**config.mk**
```make
export PLATFORM = sky130hd
export DESIGN_NAME = memory_stage
export DESIGN_NICKNAME = d
export VERILOG_FILES = /design/src/rtl/memory_stage_pkg.sv /design/src/rtl/memory_stage_memextend.sv /design/src/rtl/memory_stage.sv
export SDC_FILE = /design/constraint.sdc
export NUM_CORES = 1
export LEC_CHECK = 0
export ABC_AREA = 1
export CAP_MARGIN = 15
export CELL_PAD_IN_SITES_DETAIL_PLACEMENT = 1
export CELL_PAD_IN_SITES_GLOBAL_PLACEMENT = 2
export CORE_AREA = 2 2 234 236
export CTS_BUF_LIST = sky130_fd_sc_hd__clkbuf_2 sky130_fd_sc_hd__clkbuf_4 sky130_fd_sc_hd__clkbuf_8
export CTS_CLUSTER_DIAMETER = 150
export DETAILED_ROUTE_END_ITERATION = 8
export DIE_AREA = 0 0 236 238
export PLACE_DENSITY_LB_ADDON = 0.08
export SYNTH_ARGS = -nofsm -noshare
export SYNTH_HDL_FRONTEND = slang
export SYNTH_SLANG_ARGS = --single-unit
```
**constraint.sdc**
```tcl
create_clock -name clk -period 6.7 [get_ports clk]
set_input_delay 1.34 -clock clk [delete_from_list [all_inputs] [get_ports clk]]
set_output_delay 1.34 -clock clk [all_outputs]
set_load 0.01 [all_outputs]
```
**src/rtl/memory_stage_pkg.sv**
```systemverilog
// memory_stage_pkg: shared pipe/bus types and FSM states for the memory stage.
package memory_stage_pkg;
    localparam int XLEN   = 64;
    localparam int STRB_W = XLEN / 8;

    typedef enum logic [1:0] {MSIZE1, MSIZE2, MSIZE4, MSIZE8} msize_t;

    typedef struct packed {
        logic   RegWrite;
        logic   MemRead;
        logic   MemWrite;
        logic   mem_unsigned;
        msize_t msize;
    } ctl_t;

    typedef struct packed {
        logic [XLEN-1:0] pc;
        ctl_t            ctl;
        logic [XLEN-1:0] rs2;
        logic [XLEN-1:0] alu;
        logic            valid;
    } execute_data_t;

    typedef struct packed {
        logic [XLEN-1:0] pc;
        ctl_t            ctl;
        logic [XLEN-1:0] alu;
        logic [XLEN-1:0] rdata;
        logic            valid;
    } memory_data_t;

    typedef struct packed {
        logic              valid;
        logic [XLEN-1:0]   addr;
        msize_t            size;
        logic [STRB_W-1:0] strobe;
        logic [XLEN-1:0]   data;
    } dbus_req_t;

    typedef struct packed {
        logic            addr_ok;
        logic            data_ok;
        logic [XLEN-1:0] data;
    } dbus_resp_t;

    typedef enum logic [1:0] {IDLE, WAIT, DRAIN} mstate_t;
endpackage

```
**src/rtl/memory_stage_memextend.sv**
```systemverilog
// memory_stage_memextend: load extraction/extension, store lane alignment and
// alignment check for one doubleword-wide data bus access.
module memory_stage_memextend
    import memory_stage_pkg::*;
(
    input  logic [2:0]        addr_i,
    input  msize_t            msize_i,
    input  logic              unsigned_i,
    input  logic [XLEN-1:0]   rs2_i,
    input  logic [XLEN-1:0]   rdata_i,
    output logic [XLEN-1:0]   ld_o,
    output logic [XLEN-1:0]   wdata_o,
    output logic [STRB_W-1:0] strobe_o,
    output logic              misalign_o
);
    logic [5:0]      sh;
    logic [3:0]      nb;
    logic [XLEN-1:0] s;

    assign sh = {addr_i, 3'b000};
    assign nb = 4'd1 << msize_i;
    assign s  = rdata_i >> sh;

    assign ld_o = msize_i == MSIZE1 ? {{56{~unsigned_i & s[7]}}, s[7:0]}
                : msize_i == MSIZE2 ? {{48{~unsigned_i & s[15]}}, s[15:0]}
                : msize_i == MSIZE4 ? {{32{~unsigned_i & s[31]}}, s[31:0]}
                : s;

    assign wdata_o    = rs2_i << sh;
    assign strobe_o   = STRB_W'((9'd1 << nb) - 9'd1) << addr_i;
    assign misalign_o = |(addr_i & 3'(nb - 4'd1));
endmodule

```
**src/rtl/memory_stage.sv**
```systemverilog
// memory_stage: drives one dbus transaction per load/store from the E/M register
// and stalls the pipeline until data_ok; flushed in-flight accesses are drained.
module memory_stage
    import memory_stage_pkg::*;
(
    input  logic          clk,
    input  logic          reset,
    input  execute_data_t dataE,
    input  logic          flush,
    output dbus_req_t     dreq,
    input  dbus_resp_t    dresp,
    output memory_data_t  dataM_nxt,
    output logic          stallM,
    output logic          misalign
);
    mstate_t           state_q, state_d;
    logic              mem_op, mis, unused_addr_ok;
    logic [XLEN-1:0]   ld, wdata;
    logic [STRB_W-1:0] strb;

    assign mem_op         = dataE.valid & (dataE.ctl.MemRead | dataE.ctl.MemWrite);
    assign unused_addr_ok = dresp.addr_ok;

    memory_stage_memextend u_ext (
        .addr_i     (dataE.alu[2:0]),
        .msize_i    (dataE.ctl.msize),
        .unsigned_i (dataE.ctl.mem_unsigned),
        .rs2_i      (dataE.rs2),
        .rdata_i    (dresp.data),
        .ld_o       (ld),
        .wdata_o    (wdata),
        .strobe_o   (strb),
        .misalign_o (mis)
    );

    always_ff @(posedge clk or posedge reset)
        if (reset) state_q <= IDLE;
        else       state_q <= state_d;

    always_comb begin
        state_d         = state_q;
        dreq.valid      = 1'b0;
        dreq.addr       = dataE.alu;
        dreq.size       = dataE.ctl.msize;
        dreq.strobe     = dataE.ctl.MemWrite ? strb : '0;
        dreq.data       = wdata;
        dataM_nxt.pc    = dataE.pc;
        dataM_nxt.ctl   = dataE.ctl;
        dataM_nxt.alu   = dataE.alu;
        dataM_nxt.rdata = (dataE.ctl.MemRead & ~dataE.ctl.MemWrite) ? ld : '0;
        dataM_nxt.valid = 1'b0;
        stallM          = 1'b0;
        misalign        = 1'b0;
        unique case (state_q)
            IDLE:
                if (mem_op & ~flush) begin
                    if (mis) misalign = 1'b1;
                    else begin
                        dreq.valid = 1'b1;
                        if (dresp.data_ok) dataM_nxt.valid = 1'b1;
                        else begin
                            stallM  = 1'b1;
                            state_d = WAIT;
                        end
                    end
                end else dataM_nxt.valid = dataE.valid & ~flush & ~mem_op;
            WAIT: begin
                dreq.valid      = 1'b1;
                stallM          = ~dresp.data_ok;
                dataM_nxt.valid = dresp.data_ok & dataE.valid & ~flush;
                state_d         = dresp.data_ok ? IDLE : (flush ? DRAIN : WAIT);
            end
            DRAIN: begin
                dreq.valid = 1'b1;
                stallM     = ~dresp.data_ok;
                state_d    = dresp.data_ok ? IDLE : DRAIN;
            end
            default: state_d = IDLE;
        endcase
        // Async reset must silence the bus and pipeline controls before any edge.
        if (reset) begin
            dreq.valid      = 1'b0;
            dataM_nxt.valid = 1'b0;
            stallM          = 1'b0;
            misalign        = 1'b0;
        end
    end
endmodule

```
==> results of run 1 <==
## worst min-delay path: stages (launching register included)
cell,delay (ns)
dfrtp_1,0.39
nand2_1,0.07
o21ai_0,0.07
## per-layer routing
layer | vias to the layer above | global-route usage, % | share of wire, %
met5 | - | 0 | 0.24
met2 | 230 | 23.88 | 49
li1 | 3583 | - | -
met3 | 40 | 3.124 | 5.9
met4 | 14 | 1.409 | 0.84
met1 | 3361 | 16.23 | 44
## cell families (layout without fill, tap and decap cells)
logic type               Yosys count  after routing  synth area share [%]
AND/OR/NAND/NOR                  543            543                 35.67
buffers and inverters            336            365                 34.87
AO/OA/AOI/OAI                    243            243                 23.62
multiplexers                      25             25                 4.031
adder cells (fa/ha/maj)            5              5                 1.008
flip-flops                         2              2                0.8062
other                              0              1                     0
## cell usage after synthesis, types with 4 or more instances
cell type / number
nand2_1: 365
buf_4: 208
o21ai_0: 130
nand3_1: 79
nor2_1: 75
inv_1: 50
a21oi_1: 44
buf_2: 32
o21bai_2: 30
mux2i_1: 25
clkbuf_1: 21
o21ai_1: 13
buf_1: 11
buf_6: 11
o211ai_1: 9
nand2_2: 6
ha_1: 5
nand3_2: 4
or2_1: 4
## worst paths after layout
kind	to	slack [ns]	depth (start not counted)
max	dataM_nxt[59]	1.04	11
min	state_q[0]$_DFFE_PP0P_	0.57	2
max reg2reg	state_q[1]$_DFFE_PP0P_	5.28	5
min reg2reg	state_q[0]$_DFFE_PP0P_	0.57	2
max in group asynchronous	state_q[0]$_DFFE_PP0P_	5.21	2
min in group asynchronous	state_q[1]$_DFFE_PP0P_	1.33	2
## per-stage QoR
step / setup slack [ns] / total power [mW]
6_report: 1.035 / 0.7264
5_1_grt: 0.6763 / 0.8119
4_1_cts: 0.9191 / 0.7529
3_5_place_dp: 0.9369 / 0.7009
3_3_place_gp: 0.9547 / 0.7048
2_1_floorplan: 2.649 / 0.4670
## layout by cell type (no fill, tap or decap), drive strengths merged
master           n
nand2          372
or2              4
nor2            77
a22oi            2
nand3           83
a211oi           1
a21boi           1
o22ai            2
inv             53
o31ai            3
and2             3
diode            1
a21oi           47
clkbuf           3
nor3             2
o21bai          32
o21ai          143
a31oi            3
clkdlybuf4s50  290
mux2i           25
o211ai           9
nand4            2
buf             19
dfrtp            2
ha               5
## power by group through the flow
stage	Combinational, mW	Clock, mW	Sequential [mW]
after floorplan	0.444	0	0.0229
after detailed placement	0.676	0	0.0248
after global routing	0.736	0.0501	0.0262
final	0.655	0.0469	0.0246
after global placement	0.680	0	0.0248
after CTS	0.679	0.0491	0.0246
## final cells by class
cell class	count	area, sq um
Antenna cell	1	2.502
Clock buffer	3	41.29
Fill cell	6650	45270
Inverter	53	203.9
Multi-Input combinational cell	816	3996
Sequential cell	2	50.05
Tap cell	696	870.8
Timing Repair Buffer	309	3062
==> tab_implementation.tex, run 1 <==
\begin{tabular}{lr}
\hline
Metric & Value \\
\hline
\multicolumn{2}{l}{\textbf{Place}} \\
\quad Number of cells in the design after placement & 1876 \\
\quad Placement-stage cell area & 8183 sq um \\
\quad Final weighted congestion in routability-driven placement & 0.7007 \\
\quad IO Port Bufs & 293 \\
\quad DP HPWL & 30180 um \\
\multicolumn{2}{l}{\textbf{Clocking}} \\
\quad Number of resized instances in the post-cts repair step & 0 \\
\quad Bufs on Longest Clock Path & 2 \\
\quad CTS Hold Buffers Added & 0 \\
\quad Clock-pin slew of the registers on the worst-case setup and hold paths & 0.03 ns \\
\quad Root buf cell & clkbuf\_8 \\
\quad Clk Latency, worst-skew pair & 0.21 ns \\
\quad Post-CTS Setup Inserts & 0 \\
\quad Num CTS Buffers & 3 \\
\quad CTS tree & built \\
\quad \# H-tree levels & 1 \\
\quad Clock tree sinks & 2 \\
\multicolumn{2}{l}{\textbf{Logic synthesis}} \\
\quad Count of yosys warnings during synthesis & 0 \\
\quad Post-synthesis cell type count & 34 \\
\quad Synthesized Nets & 1427 \\
\quad Fraction of the yosys area taken by sequential cells & 0.8061\% \\
\quad Leading cell types by total area after synthesis & buf\_4 25\%, nand2\_1 22\%, o21ai\_0 10\% \\
\quad Commonest register cell after synthesis & dfrtp\_1 \\
\quad Number of register bits inferred by synthesis & 2 \\
\quad Proportion of register bits with asynchronous set or reset after synthesis & 100.0\% \\
\quad Post-synthesis area per instance & 5.380 sq um \\
\quad Number of flops mapped to enable cells by yosys & 0 \\
\quad Mapped Area & 6208 sq um \\
\quad Gate count of the mapped netlist & 1154 \\
\quad Cell type with the highest aggregate area in the netlist & buf\_4 \\
\quad Share of the synthesized area in the top cell type & 25.15\% \\
\multicolumn{2}{l}{\textbf{STA}} \\
\quad Count of endpoints failing hold in the final timing report & 0 \\
\quad Share of the cycle needed by the critical path after routing & 84.55\% \\
\quad Pins Over Slew Limit & 0 \\
\quad Time the final worst path needs with I/O delays and setup & 5.665 ns \\
\quad Worst hold slack & 0.5727 ns \\
\quad Pin slew with the least headroom to its limit & 1.040 ns \\
\quad Setup violation total in the final timing report & 0 \\
\quad Worst Skew & 0.0009691 ns \\
\quad RSZ-0062 raised after global routing & false \\
\quad Worst slew slack as a fraction of its limit & 30.69\% \\
\quad Max Freq & 0.1765 GHz \\
\quad Setup TNS Final & 0 ns \\
\multicolumn{2}{l}{\textbf{Global routing}} \\
\quad Sum of overflow across all layers after global routing & 0 \\
\quad Via count of the first global-routing pass & 8219 \\
\quad Global-route wire length before repair & 56660 um \\
\quad Global-route usage over all layers & 13.18\% \\
\quad Pin count of the biggest net entering global routing & 123 \\
\quad Initial antenna violation count & 8 \\
\multicolumn{2}{l}{\textbf{Cells and area}} \\
\quad Registers with the highest flip-flop counts & state\_q: 2 flops \\
\quad Utilization after layout & 15.38\% \\
\quad Proportion of layout cells with a drive suffix above 1 & 6.171\% \\
\quad Layout area overhead & 32.51\% \\
\quad Final non-filler cell total & 1880 \\
\quad Post-route cell area & 8227 sq um \\
\quad Most flop-heavy register & state\_q \\
\quad Max reg flops & 2 \\
\quad Nets@finish & 1458 \\
\multicolumn{2}{l}{\textbf{Routing}} \\
\quad Number of iterations in the first detailed-routing pass & 4 \\
\quad Residual DRC count & 0 \\
\quad Number of vias per cell after detailed routing & 3.845 \\
\quad Vias after detailed routing & 7228 \\
\quad Number of nets with antenna violations after detailed routing & 0 \\
\quad Routed wire length per instance & 20.35 um \\
\quad Total detailed-routing wirelength & 38260 um \\
\quad Iteration-0 DRC Markers & 257 \\
\multicolumn{2}{l}{\textbf{Setup path}} \\
\quad Startpoint type of the worst setup path & input pin \\
\quad Kind of end point of the critical path & output port \\
\quad Launching instance or port of the critical path & dataE[1] \\
\quad Cells along the critical path & buf\_6, buf\_4, nand2\_1, nand2\_1, nand2\_1, nand3\_1, nand3\_2, nand2\_2, nand2\_2, o21bai\_2, clkdlybuf4s50\_1 \\
\quad Bufs and invs on worst path & 3 \\
\quad Critical path class & input pin to output port \\
\quad Largest incremental delay on the critical path & 0.74 ns \\
\quad Worst-path maximum fanout & 81 \\
\quad Cell mode on critical path & nand2\_1 \\
\quad Endpoint required time on the critical path & 5.36 ns \\
\quad Library cell contributing the largest single delay on the critical path & buf\_4 \\
\quad Reg-to-reg startpoint & state\_q[0]\$\_DFFE\_PP0P\_ \\
\quad Kind of cell adding the most delay to the critical path & buffers and inverters \\
\quad CP Data Arrival Time & 4.32 ns \\
\multicolumn{2}{l}{\textbf{Power and ir drop}} \\
\quad Pint & 0.3414 mW \\
\quad Net Sw Power & 0.3850 mW \\
\quad Power per cell area & 88.30 nW/um\^{}2 \\
\quad Sequential share of power & 3.4\% \\
\quad Leakage power total & 3.392 nW \\
\quad Relative contribution of combinational cells to total power & 90.2\% \\
\quad Proportion of total power due to net switching & 53.00\% \\
\quad Clock power share & 6.5\% \\
\quad Max IR drop VDD & 0.1097 mV \\
\multicolumn{2}{l}{\textbf{Status}} \\
\quad Outcome & completed \\
\multicolumn{2}{l}{\textbf{Floorplan}} \\
\quad Floorplan die width & 236 um \\
\quad Effective utilization at floorplan & 11.61\% \\
\quad Total number of placement rows & 85 \\
\quad Height of the chip & 238 um \\
\quad Overall die area & 56170 sq um \\
\quad I/O Pins & 608 \\
\quad Total core area & 53500 sq um \\
\multicolumn{2}{l}{\textbf{Min path}} \\
\quad Min-Delay Startpoint & state\_q[0]\$\_DFFE\_PP0P\_ \\
\quad Worst min path class & flip-flop to flip-flop \\
\multicolumn{2}{l}{\textbf{Run}} \\
\quad \# Max-Cap Violations & 0 \\
\hline
\end{tabular}
Power figures use the tool's default switching activity.
==> inputs of run 2 (changes only) <==
CORE_AREA = 2 2 278 211   (was 2 2 234 236)
DIE_AREA = 0 0 280 213   (was 0 0 236 238)
clock period = 5.15 ns   (was 6.7 ns; I/O delays follow)
==> run 2 against run 1 <==
Net effect:
- setup slack got worse by 0.48 ns
- routed wire length up 1.1%
- combinational power rose by 33%
- global-route usage decreased by 0.81 points
- core utilization down 0.60 points
- clock-buffer cell count did not move
- flip-flop and latch count stayed put
- die area increased by 6.2%
- cell area up 2.3%
- critical path depth shrank 1
- first-iteration DRC count down 9.3%
- largest cell class unchanged
- largest power group unchanged
- highest routed layer unchanged
==> tab_implementation.tex, run 2 (synthesized netlist as in run 1, its figures left out) <==
\begin{tabular}{lr}
\hline
Metric & Value \\
\hline
\multicolumn{2}{l}{\textbf{Cells and area}} \\
\quad Leading cell types in the layout, fill and taps excluded & 365 x nand2\_1, 290 x clkdlybuf4s50\_1, 130 x o21ai\_0 \\
\quad Registers with the highest flip-flop counts & state\_q: 2 flops \\
\quad Nets@finish & 1469 (+0.75\%) \\
\quad Most common cell after layout, fill and taps aside & nand2\_1 \\
\quad Max reg flops & 2 (unchanged) \\
\quad Most flop-heavy register & state\_q \\
\quad Area occupied by registers & 50.05 sq um (unchanged) \\
\quad Layout area overhead & 35.55\% \\
\quad Layout filler cell count & 7001 (+5.3\%) \\
\quad Proportion of layout cells with a drive suffix above 1 & 7.035\% (+0.86 points) \\
\quad Multi-input gate area & 3996 sq um (unchanged) \\
\multicolumn{2}{l}{\textbf{Setup path}} \\
\quad Critical path class & input pin to output port \\
\quad R2r worst-path depth & 5 (unchanged) \\
\quad Endpoint required time on the critical path & 4.12 ns (-1.24 ns) \\
\quad Worst reg2reg setup slack & 3.76 ns (-1.52 ns) \\
\quad CP Data Arrival Time & 3.56 ns (-0.76 ns) \\
\quad Kind of end point of the critical path & output port \\
\quad Reg-to-reg startpoint & state\_q[0]\$\_DFFE\_PP0P\_ \\
\quad Startpoint type of the worst setup path & input pin \\
\quad Worst-path maximum fanout & 3 (-96\%) \\
\quad Worst reg2reg path endpoint & state\_q[1]\$\_DFFE\_PP0P\_ \\
\multicolumn{2}{l}{\textbf{Floorplan}} \\
\quad Total core area & 56960 sq um (+6.5\%) \\
\quad Total number of placement rows & 76 (-11\%) \\
\quad I/O Pins & 608 (unchanged) \\
\quad Overall die area & 59640 sq um (+6.2\%) \\
\quad Floorplan die width & 280 um (+19\%) \\
\quad Effective utilization at floorplan & 10.90\% (-0.71 points) \\
\quad Height of the chip & 213 um (-11\%) \\
\multicolumn{2}{l}{\textbf{Power and ir drop}} \\
\quad Max IR drop VDD & 0.05331 mV (-51\%) \\
\quad Power per cell area & 114.5 nW/um\^{}2 (+30\%) \\
\quad Leakage power total & 3.464 nW (+2.1\%) \\
\multicolumn{2}{l}{\textbf{STA}} \\
\quad Count of endpoints failing hold in the final timing report & 0 (unchanged) \\
\quad Worst slew slack as a fraction of its limit & 58.33\% (+28 points) \\
\quad Setup violation total in the final timing report & 0 (unchanged) \\
\quad Worst Skew & 0.002923 ns (+0.001954 ns) \\
\quad Pin slew with the least headroom to its limit & 0.6250 ns (-0.4146 ns) \\
\quad Share of the cycle needed by the critical path after routing & 89.19\% \\
\quad Worst hold slack & 0.5523 ns (-0.02042 ns) \\
\quad Time the final worst path needs with I/O delays and setup & 4.593 ns \\
\quad Pins Over Slew Limit & 0 (unchanged) \\
\quad Max Freq & 0.2177 GHz \\
\quad Setup TNS Final & 0 ns (unchanged) \\
\quad RSZ-0062 raised after global routing & false \\
\multicolumn{2}{l}{\textbf{Place}} \\
\quad Final weighted congestion in routability-driven placement & 0.7105 (+1.4\%) \\
\quad DP HPWL & 31540 um (+4.5\%) \\
\quad IO Port Bufs & 293 (unchanged) \\
\multicolumn{2}{l}{\textbf{Clocking}} \\
\quad CTS Hold Buffers Added & 0 (unchanged) \\
\quad CTS tree & built \\
\quad Clock-pin slew of the registers on the worst-case setup and hold paths & 0.03 ns (about the same) \\
\quad Number of resized instances in the post-cts repair step & 0 (unchanged) \\
\quad \# H-tree levels & 1 (unchanged) \\
\quad Bufs on Longest Clock Path & 2 (unchanged) \\
\quad Clock tree sinks & 2 (unchanged) \\
\quad Clk Latency, worst-skew pair & 0.21 ns (about the same) \\
\quad Post-CTS Setup Inserts & 0 (unchanged) \\
\quad Num CTS Buffers & 3 (unchanged) \\
\quad Root buf cell & clkbuf\_8 \\
\multicolumn{2}{l}{\textbf{Routing}} \\
\quad Number of nets with antenna violations after detailed routing & 0 (unchanged) \\
\quad Number of iterations in the first detailed-routing pass & 4 (unchanged) \\
\quad Routed wire length per instance & 19.99 um (-1.8\%) \\
\quad Vias after detailed routing & 7292 (+0.89\%) \\
\quad Iteration-0 DRC Markers & 233 (-9.3\%) \\
\quad Total detailed-routing wirelength & 38700 um (+1.1\%) \\
\quad Residual DRC count & 0 (unchanged) \\
\quad Number of vias per cell after detailed routing & 3.767 (-2.0\%) \\
\multicolumn{2}{l}{\textbf{Global routing}} \\
\quad Global-route usage over all layers & 12.38\% (-0.81 points) \\
\quad Via count of the first global-routing pass & 7912 (-3.7\%) \\
\quad Pin count of the biggest net entering global routing & 81 (-34\%) \\
\quad Sum of overflow across all layers after global routing & 0 (unchanged) \\
\quad Global-route wire length before repair & 55390 um (-2.3\%) \\
\quad Initial antenna violation count & 3 (-5) \\
\multicolumn{2}{l}{\textbf{Min path}} \\
\quad Worst hold endpoint & state\_q[0]\$\_DFFE\_PP0P\_ \\
\quad Min-Delay Startpoint & state\_q[0]\$\_DFFE\_PP0P\_ \\
\quad Worst min path class & flip-flop to flip-flop \\
\quad Number of cells on the worst hold path & 2 (unchanged) \\
\multicolumn{2}{l}{\textbf{Status}} \\
\quad Outcome & completed \\
\multicolumn{2}{l}{\textbf{Run}} \\
\quad \# Max-Cap Violations & 0 (unchanged) \\
\hline
\end{tabular}
-- run 2: cell types whose count changed in the layout (fill, tap and decap cells not counted) --
| cell | previous run | this run |
|---|---|---|
| buf_12 | 1 | 5 |
| buf_4 | 17 | 24 |
-- run 2: metal layers --
layer	vias to the layer above	track usage, %	share of wire [%]
li1	3613	-	-
met1	3436	17.26	49
met2	194	20.35	46
met4	6	1.033	0.93
met3	43	2.385	4.3
met5	-	0.5790	0.16
-- run 2: metrics by stage --
step / area [sq um] / utilization (%) / instances / power, mW / setup slack, ns
6_report: 8416 / 14.77 / 1936 / 0.9637 / 0.5567
3_5_place_dp: 8372 / 14.70 / 1932 / 0.9288 / 0.5298
3_3_place_gp: 8372 / 14.70 / 1932 / 0.9355 / 0.5184
2_1_floorplan: 6208 / - / 1154 / 0.6076 / 1.719
5_1_grt: 8413 / 14.77 / 1935 / 1.071 / 0.3453
4_1_cts: 8413 / 14.77 / 1935 / 0.9949 / 0.5164
-- run 2: report_power, final --
part	total [mW]	internal [mW]	switching, mW
sequential	0.0321	0.0235	0.00856
combinational	0.871	0.382	0.490
clock	0.0601	0.0493	0.0108
total	0.964	0.454	0.509
-- run 2: worst max path at each step --
stage	slack, ns	from	endpoint
global route	0.35	dataE[130]	stallM
finish	0.56	dataE[129]	stallM
CTS	0.52	dresp[63]	dataM_nxt[26]
global placement	0.52	dresp[63]	dataM_nxt[26]
floorplan	1.72	dataE[130]	stallM
detailed placement	0.53	dresp[63]	dataM_nxt[26]
-- run 2: cell type report --
class,instances,area share [%]
repair buffers,320,37.96
multi-input cells,816,47.49
well taps,741,11.02
clock buffers,3,0.4906
inverters,53,2.423
flip-flops and latches,2,0.5947
diodes,1,0.02974
-- run 2: worst max-delay path, stage by stage --
cell and delay [ns]:
clkdlybuf4s50_1 0.50, inv_1 0.10, nor2_1 0.40, ha_1 0.31, or2_1 0.22, nand2_1 0.17, nor2_1 0.09, a21oi_1 0.19
nor3_1 0.07, clkdlybuf4s50_1 0.48
==> inputs of run 3 (changes only) <==
CTS_CLUSTER_DIAMETER = 60   (was 150)
GPL_ROUTABILITY_DRIVEN = 0   (was default)
==> results of run 3 <==
Final layout, timing and power as in run 2 (identical DEF).
